$ cat config.mk
export PLATFORM = sky130hd
export DESIGN_NAME = uart_ring_buffer
export DESIGN_NICKNAME = d
export VERILOG_FILES = /design/src/rtl/uart_ring_buffer.sv
export SDC_FILE = /design/constraint.sdc
export NUM_CORES = 1
export LEC_CHECK = 0
export CELL_PAD_IN_SITES_DETAIL_PLACEMENT = 2
export CELL_PAD_IN_SITES_GLOBAL_PLACEMENT = 2
export CORE_MARGIN = 2
export CORE_UTILIZATION = 35
export DETAILED_ROUTE_END_ITERATION = 8
export PLACE_DENSITY = 0.6
export RECOVER_POWER = 100
export REMOVE_ABC_BUFFERS = 1
export SYNTH_ARGS = -nofsm -noshare
export SYNTH_HDL_FRONTEND = slang
export SYNTH_SLANG_ARGS = --single-unit
$ cat constraint.sdc
create_clock -name clk -period 4.6 [get_ports clk]
set_input_delay 0.69 -clock clk [delete_from_list [all_inputs] [get_ports clk]]
set_output_delay 0.69 -clock clk [all_outputs]
set_load 0.005 [all_outputs]
$ cat src/rtl/uart_ring_buffer.sv
// -----------------------------------------------------------------------------
// uart_ring_buffer
//
// Byte-wide FIFO ring buffer that sits between the UART receive path and the
// consuming logic. The producer may offer one word per clock. The consumer pulls
// words in arrival order with a one-cycle request/acknowledge handshake.
// A full buffer drops new words unless a read frees a slot in the same cycle.
// An empty buffer refuses reads.
//
// Parameters
//   DATA_WIDTH  width of each stored word and of the data ports (default 8)
//   DEPTH       number of storage entries, power of two, >= 2 (default 16)
//
// Ports
//   clk          in   single clock; all state changes on its rising edge
//   reset        in   asynchronous, active-low reset
//   writeEnable  in   offers dataWrite for storage at the rising edge
//   dataWrite    in   word to store
//   readRequest  in   requests the oldest stored word at the rising edge
//   dataReadAck  out  registered; high for one cycle when dataRead is a fresh pop
//   dataRead     out  registered; last popped word
// -----------------------------------------------------------------------------
module uart_ring_buffer #(
  parameter int DATA_WIDTH = 8,
  parameter int DEPTH      = 16
) (
  input  logic                  clk,
  input  logic                  reset,
  input  logic                  writeEnable,
  input  logic [DATA_WIDTH-1:0] dataWrite,
  input  logic                  readRequest,
  output logic                  dataReadAck,
  output logic [DATA_WIDTH-1:0] dataRead
);

  localparam int ADDR_W = (DEPTH > 1) ? $clog2(DEPTH) : 1;

  // Pointers carry one extra MSB so that equal low bits can be told apart as
  // either empty (MSBs equal) or full (MSBs differ).
  logic [ADDR_W:0]         wr_ptr_r;
  logic [ADDR_W:0]         rd_ptr_r;
  logic [DATA_WIDTH-1:0]   mem_r [DEPTH];
  logic                    data_read_ack_r;
  logic [DATA_WIDTH-1:0]   data_read_r;

  logic                    empty_s;
  logic                    full_s;
  logic                    rd_fire_s;
  logic                    wr_fire_s;
  logic [ADDR_W-1:0]       wr_idx_s;
  logic [ADDR_W-1:0]       rd_idx_s;

  // Occupancy decode and read/write qualification.
  always_comb begin
    empty_s   = 1'b0;
    full_s    = 1'b0;
    rd_fire_s = 1'b0;
    wr_fire_s = 1'b0;
    wr_idx_s  = wr_ptr_r[ADDR_W-1:0];
    rd_idx_s  = rd_ptr_r[ADDR_W-1:0];

    empty_s = (wr_ptr_r == rd_ptr_r);
    full_s  = (wr_ptr_r[ADDR_W-1:0] == rd_ptr_r[ADDR_W-1:0]) &&
              (wr_ptr_r[ADDR_W] != rd_ptr_r[ADDR_W]);

    // A read on an empty buffer is refused; there is no write-through bypass.
    if (readRequest && !empty_s) begin
      rd_fire_s = 1'b1;
    end else begin
      rd_fire_s = 1'b0;
    end

    // When full, a write only lands if a read frees the oldest slot this cycle.
    if (writeEnable) begin
      if (!full_s) begin
        wr_fire_s = 1'b1;
      end else begin
        wr_fire_s = rd_fire_s;
      end
    end else begin
      wr_fire_s = 1'b0;
    end
  end

  // Write and read pointer update; reset discards all stored words at once.
  always_ff @(posedge clk or negedge reset) begin
    if (!reset) begin
      wr_ptr_r <= {(ADDR_W+1){1'b0}};
      rd_ptr_r <= {(ADDR_W+1){1'b0}};
    end else begin
      if (wr_fire_s) begin
        wr_ptr_r <= wr_ptr_r + {{ADDR_W{1'b0}}, 1'b1};
      end
      if (rd_fire_s) begin
        rd_ptr_r <= rd_ptr_r + {{ADDR_W{1'b0}}, 1'b1};
      end
    end
  end

  // Storage array; not cleared by reset, writes blocked while reset is low.
  // On a full-and-read cycle the write lands on the slot being popped; the
  // output register captures the old contents since both update at the edge.
  always_ff @(posedge clk) begin
    if (reset && wr_fire_s) begin
      mem_r[wr_idx_s] <= dataWrite;
    end
  end

  // Registered read port: ack pulses for exactly one cycle per popped word,
  // data holds the last popped word otherwise.
  always_ff @(posedge clk or negedge reset) begin
    if (!reset) begin
      data_read_ack_r <= 1'b0;
      data_read_r     <= {DATA_WIDTH{1'b0}};
    end else begin
      if (rd_fire_s) begin
        data_read_ack_r <= 1'b1;
        data_read_r     <= mem_r[rd_idx_s];
      end else begin
        data_read_ack_r <= 1'b0;
      end
    end
  end

  assign dataReadAck = data_read_ack_r;
  assign dataRead    = data_read_r;

endmodule

# Yosys cells after proc, flatten, opt, wreduce, memory -nomap -nowiden
# Memories as Yosys holds them, arrays and structs flattened. A register that Yosys moved wholly into a read port is not among the register bits.
# Cells that the tools add are included.
dict set report totals {
  latch_bits 0
  rom_bits 0
  elab_cells 20
  input_bits 12
  ff_bits 11
  output_inout_bits 9
  mem_count 1
  ram_bits 128
}
dict set report op_classes {
  muxes 6
  div_mod_pow 0
  n_reduce_logical 5
  n_bitwise 0
  order_cmp 0
  n_mul 0
  addsub 2
  shift 0
  n_eq_ne 3
}
# memory words word_bits read_ports rd_clocked_by_memory_dff wr line_no
set memory_table {}
lappend memory_table {mem_r 16 8 1 1 1 42} ;# logic [DATA_WIDTH-1:0] mem_r [DEPTH];
# op n
set ops {}
lappend ops {{$add A5 B1 Y5 const B} 2}
lappend ops {{$mux W1} 6}
lappend ops {{$eq A5 B5 Y1} 1}
lappend ops {{$eq A4 B4 Y1} 1}
lappend ops {{$logic_and A1 B1 Y1} 3}
lappend ops {{$logic_not A1 Y1} 2}
lappend ops {{$ne A1 B1 Y1} 1}

# Longest topological paths before layout
# Gate-level depths: netlist (run 1).
dict set report logic_depth {
  word_depth 9
  mapped_depth 7
  ltp_nobuf 4
}

# Worst setup path before layout (run 1)
# No wires, ideal clock.
dict set report synth_path {
  path_kind {flip-flop to flip-flop}
  start {reg rd_ptr_r[1]}
  end {mem mem_r[0][0] (enable)}
  path_slack_ns 2.187
  required_time_ns 4.205
  path_stages_with_launch 7
  setup_time_ns 0.395
  path_buffers 2
  arrival_ns 2.019
  path_cell_list {dfrtp_1 buf_6 buf_6 xnor2_2 nand4_2 o21ai_2 nor4_1}
}
dict set report synth_via {
  elab_chain_len 9
  word_cells_on_any_way 11
  cone_classes {eq/ne (2); mux (5); reduce/logical (4)}
}
# item line_no
set synth_rtl {}
lappend synth_rtl {{from (decl)} 41} ;# logic [ADDR_W:0] rd_ptr_r;
lappend synth_rtl {{from (signal assigned)} 89} ;# rd_ptr_r <= {(ADDR_W+1){1'b0}};
lappend synth_rtl {{from (signal assigned)} 95} ;# rd_ptr_r <= rd_ptr_r + {{ADDR_W{1'b0}}, 1'b1};
lappend synth_rtl {{$eq A5 B5 Y1} 62} ;# empty_s = (wr_ptr_r == rd_ptr_r);
lappend synth_rtl {{$logic_not A1 Y1} 67} ;# if (readRequest && !empty_s) begin
lappend synth_rtl {{$logic_and A1 B1 Y1} 67}
lappend synth_rtl {{$mux W1} 67}
lappend synth_rtl {{$mux W1 *} 75} ;# if (!full_s) begin
lappend synth_rtl {{$mux W1 *} 74} ;# if (writeEnable) begin
lappend synth_rtl {{$logic_and A1 B1 Y1 *} 104} ;# if (reset && wr_fire_s) begin
lappend synth_rtl {{$mux W1 *} 104}
lappend synth_rtl {{$mux W1 (not written as such) *} 105} ;# mem_r[wr_idx_s] <= dataWrite;
lappend synth_rtl {{to (decl)} 42}
# Mark *: on every way between the ends. The rest lies on a longest branch, timed or not.

# Worst setup path after layout (run 1)
dict set report layout_path {
  start {reg rd_ptr_r[2]}
  end {reg data_read_r[2], in the netlist dataRead[2], read port of mem_r}
}
dict set report layout_via {
  elab_chain_len 4
}
# item line_no
set layout_rtl {}
lappend layout_rtl {{$eq A5 B5 Y1} 62}
lappend layout_rtl {{$logic_not A1 Y1} 67}
lappend layout_rtl {{$logic_and A1 B1 Y1} 67}
lappend layout_rtl {{$mux W1} 67}
lappend layout_rtl {{to (decl)} 44} ;# logic [DATA_WIDTH-1:0] data_read_r;
# Parallel ways exist; a longest one is shown, timed or not.
# A chain may end at the register's enable or synchronous reset.

==> results.md, run 1 <==
- # DRC: 0
- Power Total: 4.41 mW
- # IOs: 21
- Antenna violations before repair: 0
- Drt pass-1 iters: 4
- IO Port Bufs: 20
- Fin crit share: 0.771
- Fmax: 0.282 GHz
- Crit path largest cell delay: 1340 ps
- Die height: 135 um
- Clk slew on worst S/H paths: 60 ps
- Final Hold Slack: 492 ps
- Routed vias: 3005
- Most frequent cells in the layout: edfxtp_1, clkbuf_16, dfrtp_1, dlygate4sd3_1, clkbuf_1
- Detail Route Antenna Nets: 0
- Violated checks: max-capacitance violations, max-slew violations
- Share of cells above drive strength 1: 0.162
- Clk buf depth: 2
- Synth warn: 0
- Final setup violation count: 0
- Initial Util: 0.360
- Die footprint: 18300 um^2
- Worst slack, placed: 1600 ps
- Max rail drop VDD: 249 uV
- 1st-iter DRT viols: between 100 and 150
- Via/cell ratio: approximately 5.2
- Crit. End Element: flop
- Max_slew headroom: -0.187
- Dpl hpwl: 8.52 mm
- Global-route wire length before repair: 21.3 mm
- Power density cells: 621 nW/um^2
- Commonest non-fill, non-tap cell in the layout: edfxtp_1
- Inserted Diodes: 0
- Hold Path Origin: rd_ptr_r[4]
- Clock Latency Late Sink: 420 ps
- CP required: 4900 ps
- Non-filler cells, final: 578
- Area growth syn-to-layout: 18.1%
- Tot GR Track Use: 0.165
- DP Cell Count: 546
- Clk_skew: 8.67 ps
- Setup TNS: 0 ps
- Hold Path Depth: 1
- Setup WS post-layout: ~1100 ps
- Post-CTS Resized: 0
- Hold_buf cts: 0
- Site row count: 47
- Synth cell types: 31
- Max-slew violation count: 30
- Total grt overflow: 0
- Sequential area share after synthesis: 0.718
- Die width: 135 um
- Total clock sinks: approximately 150
- Hold Vio Cnt, Final: 0
- Worst-path fanout max: 29
- Worst slew pin tran: 1780 ps
- Min Tclk post-route: 3540 ps
- R2R Setup Slk: 1060 ps
- Post-synthesis register bit count: 147
- Unrepaired setup endpoints after global routing: no
- Gate count of the mapped netlist: 305
- Leakage: 2.41 nW
- CTS Buf Count: 17
- Post-CTS setup buffers: 0
- RR Endpoint: dataRead[2]
- Worst setup SP type: flop
- Core area: ~17000 um^2
- Avg Inst Size Synth: 19.7 um^2
- Vias in the first global route: 3284
- CTS tree: yes
- Drt wl/cell: 23.8 um
- Finished Cell Area: 7100 um^2
- Core Util, Final: 0.425
- Total Routed Length: around 14 mm
- Worst min path class: flop to flop
- Clock root buffer: clkbuf_16
- CP arrival: 3850 ps
- Path depth of the worst reg2reg path: 5
- GP Congestion: 0.714
- WS Path Type: flop to flop
- CP max stage cell: clkbuf_1
- Crit path from: rd_ptr_r[2]
- Hold endpoint: rd_ptr_r[4]
- Mapped Area: 6020 um^2
- Nets: 362
- CP cell instances: clkbuf_1, mux4_1, mux2_1, a22o_1, mux2_4
- Post-DP Area: 6540 um^2
- Status: finished, violations left
- Largest net degree at the start of global routing: 31
- Max Cap Viol: 1
- H-tree level count: 4
- Worst R2R Start: rd_ptr_r[2]
-- Yosys cell counts --
| cell | count | area (um^2) |
|---|---|---|
| clkbuf_1 | 6 | 22.5 |
| buf_1 | 2 | 7.51 |
| o21ai_2 | 1 | 8.76 |
| inv_1 | 3 | 11.3 |
| edfxtp_1 | 128 | 3840 |
| xnor2_2 | 1 | 16.3 |
| o21a_1 | 1 | 7.51 |
| buf_2 | 5 | 25.0 |
| nor3_1 | 12 | 60.1 |
| ha_1 | 5 | 62.6 |
| o2111ai_1 | 1 | 8.76 |
| nor4_1 | 4 | 25.0 |
| dfrtp_1 | 19 | 475 |
| nand2_1 | 5 | 18.8 |
| a221oi_1 | 8 | 70.1 |
| mux2_2 | 9 | 101 |
| nor2b_1 | 1 | 6.26 |
| xor2_1 | 2 | 17.5 |
| nand2b_1 | 11 | 68.8 |
| mux2_4 | 7 | 105 |
| buf_6 | 4 | 45.0 |
| mux2_1 | 2 | 22.5 |
| xnor2_1 | 10 | 87.6 |
| o211ai_1 | 5 | 37.5 |
| and3_1 | 3 | 18.8 |
| a22o_1 | 8 | 70.1 |
| nor2_1 | 1 | 3.75 |
| mux4_2 | 9 | 203 |
| nand4_2 | 1 | 12.5 |
| mux4_1 | 15 | 394 |
| mux2i_1 | 16 | 160 |
-- per-layer routing --
layer	up-vias	track usage	wire length [um]
met1	1631	0.223	6410
met3	8	0.0405	399
met4	0	0.0469	125
li1	1328	-	-
met2	38	0.268	6820
met5	-	0	0
-- logic make-up after synthesis --
group	after synthesis	share of synthesized area
adder cells (fa/ha/maj)	5	0.0104
flip-flops	147	0.718
multiplexers	58	0.164
AND/OR/NAND/NOR	38	0.0356
buffers and inverters	20	0.0185
AO/OA/AOI/OAI	24	0.0337
XOR/XNOR	13	0.0202
-- registers in the layout (all words and copies together) (netlist names) --
name and cells:
dataReadAck 1, rd_ptr_r 5, wr_ptr_r 5, mem_r 128
dataRead 8
-- worst max path at each step --
stage                     slack (ps)  cells past startpoint           to
after floorplan                 1390                      4  mem_r[0][0]
after global placement          1770                      4  mem_r[1][3]
after detailed placement        1600                      4  mem_r[1][0]
after CTS                       1800                      4  mem_r[1][1]
after global routing             820                      5  dataRead[2]
final                           1060                      5  dataRead[2]
-- power by group --
group	internal [mW]	switching (mW)	total (mW)
registers	1.60	0.165	1.76
logic	0.609	0.595	1.20
clock network	0.907	0.537	1.44
total	3.11	1.30	4.41
-- worst max-delay path, delay by kind of cell, from the launching register on --
kind | cells | cell delay (ps)
AOI/OAI and AO/OA | 1 | 260
DFF | 1 | 690
muxes | 3 | 1120
buffers and inverters | 1 | 1340
-- cell type report --
cell class / instances / area [um^2]
Fill cell: 1593 / 9600
Sequential cell: 147 / 4320
Multi-Input combinational cell: 138 / 1590
Clock buffer: 24 / 557
Timing Repair Buffer: 38 / 275
Tap cell: 220 / 275
Clock inverter: 8 / 80.1
Inverter: 3 / 11.3
Power figures use the tool's default switching activity.
==> inputs of run 2 (changes only) <==
Settings changed: PLACE_DENSITY 0.6 to 0.62.
Clock period 4.6 ns to 3.1 ns, I/O delays scaled along.
==> run 2 against run 1 <==
The flow now finishes without violations. Fmax increased by 38%. Clock-buffer cell count decreased by 2. Clock skew decreased by 2.0 ps. Sequential share of layout area increased by 0.38 points. Critical endpoint is now mem_r[2][2]. Critical path depth increased by 2. Non-clock buffer count increased by 5.
==> results.md, run 2 (same netlist as run 1, synthesis figures left out) <==
- Share of cells above drive strength 1: 0.185 (+0.0226)
- Worst-path fanout max: 30 (+3.4%)
- CP max stage cell: buf_4
- Cell repeated most along the worst path: buf_4
- Clk buf depth: 2 (unchanged)
- Global-route wire length before repair: 21.4 mm (+0.65%)
- Detail Route Antenna Nets: 0 (unchanged)
- Dpl hpwl: 8.96 mm (+5.2%)
- GP Congestion: 0.689 (-3.5%)
- Core Util, Final: 0.423 (-0.00262)
- CP required: 3190 ps (-1710 ps)
- Max_slew headroom: 0.203 (+0.391)
- H-tree level count: 4 (unchanged)
- Hold Vio Cnt, Final: 0 (unchanged)
- Largest register FFs: 128 (unchanged)
- Commonest non-fill, non-tap cell in the layout: edfxtp_1
- Largest delay share family, worst path: buffers and inverters
- Routed vias: 3021 (+0.53%)
- Worst slew pin tran: 1190 ps (-586 ps)
- Crit. End Element: flop
- Status: complete, no violations
- CP cell instances: buf_4, xnor2_1, nand4_1, o21ai_0, buf_4, nor4_1, clkbuf_2
- CP arrival: 2650 ps (-1200 ps)
- Hold_buf cts: 0 (unchanged)
- Switching Share: 0.302 (+0.00815)
- CTS tree: yes
- Most frequent cells in the layout: edfxtp_1, buf_4, dfrtp_1, dlygate4sd3_1, clkbuf_16
- Flop pwr share: 0.405 (+0.005)
- Die footprint: 18300 um^2 (unchanged)
- Clk slew on worst S/H paths: 60 ps (about the same)
- Core area: 16700 um^2 (unchanged)
- Vias in the first global route: 3385 (+3.1%)
- Total grt overflow: 0 (unchanged)
- Logic pwr share: 0.294 (+0.021)
- Crit path largest cell delay: 480 ps (-860 ps)
- Total Routed Length: 14.1 mm (+2.6%)
- Drt pass-1 iters: 4 (unchanged)
- Largest net degree at the start of global routing: 31 (unchanged)
- Nets: 367 (+1.4%)
- Biggest register: mem_r
- Worst min path class: input port to async pin
- # DRC: 0 (unchanged)
- Worst setup SP type: flop
- Fin crit share: 0.826 (+0.0556)
- Power Total: 6.27 mW (+42%)
- Unrepaired setup endpoints after global routing: no
- Leakage: 2.41 nW (about the same)
- Area growth syn-to-layout: 17.3%
- Post-CTS Resized: 0 (unchanged)
- Max-slew violation count: 0 (-100%)
- DP Cell Count: 551 (+0.92%)
- 1st-iter DRT viols: 195 (+40%)
- Clk_skew: 6.69 ps (-1.98 ps)
- Sw Pwr: 1.89 mW (+46%)
- Clock Latency Late Sink: 410 ps (about the same)
- # IOs: 21 (unchanged)
- R2R Setup Slk: 540 ps (-520 ps)
- WS Path Type: flop to flop
- Final setup violation count: 0 (unchanged)
- Via/cell ratio: 5.18 (-0.33%)
- Post-CTS setup buffers: 0 (unchanged)
- Initial Util: 0.360 (unchanged)
- Antenna violations before repair: 0 (unchanged)
- Total clock sinks: 147 (unchanged)
- Tot GR Track Use: 0.167 (+0.00230)
- Critical Path Stages: 7 (+2)
- Crit path buf inv count: 3 (+2)
- Site row count: 47 (unchanged)
- Internal Dissipation: 4.37 mW (+40%)
- Worst R2R Start: rd_ptr_r[1]
- Path depth of the worst reg2reg path: 7 (+2)
- Power density cells: 887 nW/um^2 (+43%)
- Clock power frac: 0.300 (-0.027)
- Inserted Diodes: 0 (unchanged)
- IO Port Bufs: 20 (unchanged)
- Clock root buffer: clkbuf_16
- Min Tclk post-route: 2560 ps (-984 ps)
- CTS Buf Count: 17 (unchanged)
- Fmax: 0.390 GHz (+38%)
- Drt wl/cell: 24.2 um (+1.8%)
- Die height: 135 um (unchanged)
- RR Endpoint: mem_r[2][2]
- Max rail drop VDD: 411 uV (+65%)
- Die width: 135 um (unchanged)
- Max Cap Viol: 0 (-1)
- Non-filler cells, final: 583 (+0.87%)
-- run 2: changes by cell type in the layout (fill, tap and decap cells not counted), moves of 3 or more --
cell and change:
clkinvlp_4 +3, clkbuf_1 -12, buf_4 +19, clkbuf_16 -4, mux2_4 -4
-- run 2: how the worst max path moves through the flow --
stage / from / end / slack (ps)
finish: rd_ptr_r[1] / mem_r[2][2] / 540
global route: rd_ptr_r[1] / mem_r[2][1] / 320
CTS: rd_ptr_r[1] / dataRead[5] / 660
detailed placement: rd_ptr_r[1] / dataRead[6] / 700
global placement: rd_ptr_r[1] / dataRead[1] / 730
floorplan: rd_ptr_r[2] / mem_r[0][0] / -110
-- run 2: layout make-up --
cell class | instances | area [um^2]
inverters | 3 | 11.3
multi-input cells | 138 | 1550
clock buffers | 22 | 454
well taps | 220 | 275
clock inverters | 10 | 86.3
repair buffers | 43 | 367
fillers | 1567 | 9640
flip-flops and latches | 147 | 4320
-- run 2: worst register-to-register path: cells and delay by family, from the launching register on --
kind                      cells  cell delay (ps)
buffers and inverters         3             1050
AOI/OAI and AO/OA             1              170
DFF                           1              320
xor gates and xnor gates      1              150
and+or+nand+nor               2              540
-- run 2: power groups by stage --
stage / registers [mW] / clock network [mW] / logic, mW
floorplan: 2.72 / 0 / 1.12
global placement: 2.58 / 0 / 1.90
detailed placement: 2.59 / 0 / 1.98
CTS: 2.55 / 1.93 / 2.00
global route: 2.57 / 2.00 / 2.01
finish: 2.54 / 1.88 / 1.84
-- run 2: layer usage --
layer,part of all wire,vias to the layer above,track usage
li1,-,1334,-
met1,0.45,1642,0.208
met2,0.52,31,0.290
met3,0.021,14,0.0327
met4,0.015,0,0.0637
met5,0,-,0
-- run 2: stage by stage --
stage / cell area, um^2 / hold WS [ps] / setup TNS, ps / setup WS, ps
after floorplan: 5920 / 169 / -3440 / -107
final: 7060 / 345 / 0 / 539
after global placement: 6570 / 478 / 0 / 727
after detailed placement: 6570 / 491 / 0 / 696
after CTS: 7110 / 256 / 0 / 664
after global routing: 7060 / 336 / 0 / 324
==> inputs of run 3 (changes only) <==
Clock period 3.1 ns to 2.1 ns, I/O delays scaled along.
==> run 3 against run 2 <==
Total power increased by 67%. Clock skew rose by 1.4 ps. Register-to-register slack lost 510 ps. Core utilization increased by 2.3 points. Sequential share of layout area decreased by 3.2 points. Sequential cell count did not move. Final area is 5.5% higher. Combinational power grew 98%. Critical path type unchanged. Largest cell class unchanged. Largest power group unchanged.
==> results.md, run 3 (same netlist as run 1, synthesis figures left out) <==
- Status: complete, no violations
- Worst slack, placed: 2.76 ps (-694 ps)
- Tot GR Track Use: 0.176 (+0.00819)
- WS Path Type: flop to flop
- Largest net degree at the start of global routing: 22 (-29%)
- Leakage: 2.63 nW (+9.2%)
- CTS tree: yes
- Non-filler cells, final: 608 (+4.3%)
- R2R Setup Slk: 20 ps (-510 ps)
- CTS Buf Count: 17 (unchanged)
- Vias in the first global route: 3414 (+0.86%)
- Clk slew on worst S/H paths: 60 ps (about the same)
- # DRC: 0 (unchanged)
- Max_slew headroom: 0.532 (+0.328)
- Antenna violations before repair: 0 (unchanged)
- Final Hold Slack: 498 ps (+153 ps)
- Detail Route Antenna Nets: 0 (unchanged)
- Clock Latency Late Sink: 420 ps (about the same)
- Wire length on met3: 385 um (+31%)
- Routed vias: 3134 (+3.7%)
- Worst setup SP type: flop
- Setup TNS: 0 ps (unchanged)
- Via/cell ratio: 5.15 (-0.53%)
- CP required: 2400 ps (-790 ps)
- Max rail drop VDD: 787 uV (+92%)
- Die width: 135 um (unchanged)
- Global-route wire length before repair: 22.3 mm (+4.2%)
- Largest register FFs: 128 (unchanged)
- Crit. End Element: flop
- Min Tclk post-route: 2080 ps (-485 ps)
- Biggest register: mem_r
- Clock root buffer: clkbuf_16
- Nets: 393 (+7.1%)
- Clk buf depth: 2 (unchanged)
- Core area: 16700 um^2 (unchanged)
- Power density cells: 1410 nW/um^2 (+58%)
- Core Util, Final: 0.446 (+0.0231)
- Inserted Diodes: 0 (unchanged)
- DR WL met2: 7.64 mm (+4.5%)
- Fmax: 0.482 GHz (+23%)
- Initial Util: 0.360 (unchanged)
- Hold Vio Cnt, Final: 0 (unchanged)
- CP arrival: 2380 ps (-270 ps)
- IO Port Bufs: 20 (unchanged)
- Drt pass-1 iters: 4 (unchanged)
- Highest routed layer: met4
- Worst-path fanout max: 6 (-80%)
- 1st-iter DRT viols: 176 (-9.7%)
- Max Cap Viol: 0 (unchanged)
- # IOs: 21 (unchanged)
- Fin crit share: 0.988 (+0.162)
- Unrepaired setup endpoints after global routing: yes
- Share of cells above drive strength 1: 0.291 (+0.107)
- Setup WS post-layout: 24.2 ps (-515 ps)
- Worst slew pin tran: 703 ps (-492 ps)
- H-tree level count: 4 (unchanged)
- Total Routed Length: 15.0 mm (+6.5%)
- Most frequent cells in the layout: edfxtp_1, buf_4, mux4_2, clkbuf_16, dfrtp_1
- M1 wire length: 6.83 mm (+8.6%)
- Max-slew violation count: 0 (unchanged)
- Worst min path class: flop to flop
- Total grt overflow: 0 (unchanged)
- Hold_buf cts: 0 (unchanged)
- GP Congestion: 0.698 (+1.3%)
- Commonest non-fill, non-tap cell in the layout: edfxtp_1
- Die footprint: 18300 um^2 (unchanged)
- Site row count: 47 (unchanged)
- Clk_skew: 8.11 ps (+1.42 ps)
- Drt wl/cell: 24.7 um (+2.1%)
- Dpl hpwl: 9.75 mm (+8.8%)
- Total clock sinks: 147 (unchanged)
- Path depth of the worst reg2reg path: 6 (-1)
- Hold Path Depth: 1
- DP Cell Count: 569 (+3.3%)
- Final setup violation count: 0 (unchanged)
- Area growth syn-to-layout: 23.8%
- Die height: 135 um (unchanged)
-- run 3: worst max-delay path, cell delays in order (launching register included) --
cell and delay [ps]:
dfrtp_2 410, buf_4 130, buf_12 120, mux4_2 500, mux2_4 300, a22o_1 230, mux2_4 260
-- run 3: final cells by class --
type / instances / area (um^2)
clock inverter: 13 / 159
timing repair buffer: 69 / 673
clock buffer: 18 / 429
inverter: 3 / 11.3
multi-input combinational: 138 / 1580
sequential: 147 / 4320
tap: 220 / 275
fill: 1550 / 9250
-- run 3: report_power, final --
| group | switching [mW] | total [mW] | leakage, nW | internal (mW) |
|---|---|---|---|---|
| clock | 1.18 | 3.05 | 0.286 | 1.86 |
| sequential | 0.271 | 3.78 | 1.37 | 3.51 |
| combinational | 1.65 | 3.65 | 0.972 | 2.00 |
-- run 3: layer usage --
layer,vias to the layer above,global-route usage
li1,1389,-
met1,1682,0.238
met2,50,0.289
met3,13,0.0293
met4,0,0.0613
met5,-,0
-- run 3: per-stage QoR --
step	cell area (um^2)	power (mW)
6_report	7450	10.5
5_1_grt	7450	10.9
4_1_cts	7390	10.4
3_5_place_dp	6780	7.19
3_3_place_gp	6780	7.07
2_1_floorplan	5920	5.66
-- run 3: what timing repair did --
action,CTS,global route
hold endpoints to repair,0,0
buffers inserted,3,4
setup endpoints to repair,5,22
gates resized for setup,4,17
cloned,0,1
pin swaps,0,6
-- run 3: final timing paths --
| kind | startpoint | to |
|---|---|---|
| worst min-delay path | wr_ptr_r[4] | wr_ptr_r[4] |
| worst max-delay path | rd_ptr_r[1] | dataRead[7] |
| min in group asynchronous | reset | rd_ptr_r[1] |
| max in group asynchronous | reset | rd_ptr_r[2] |
| worst min register to register | wr_ptr_r[4] | wr_ptr_r[4] |
| worst max register to register | rd_ptr_r[1] | dataRead[7] |
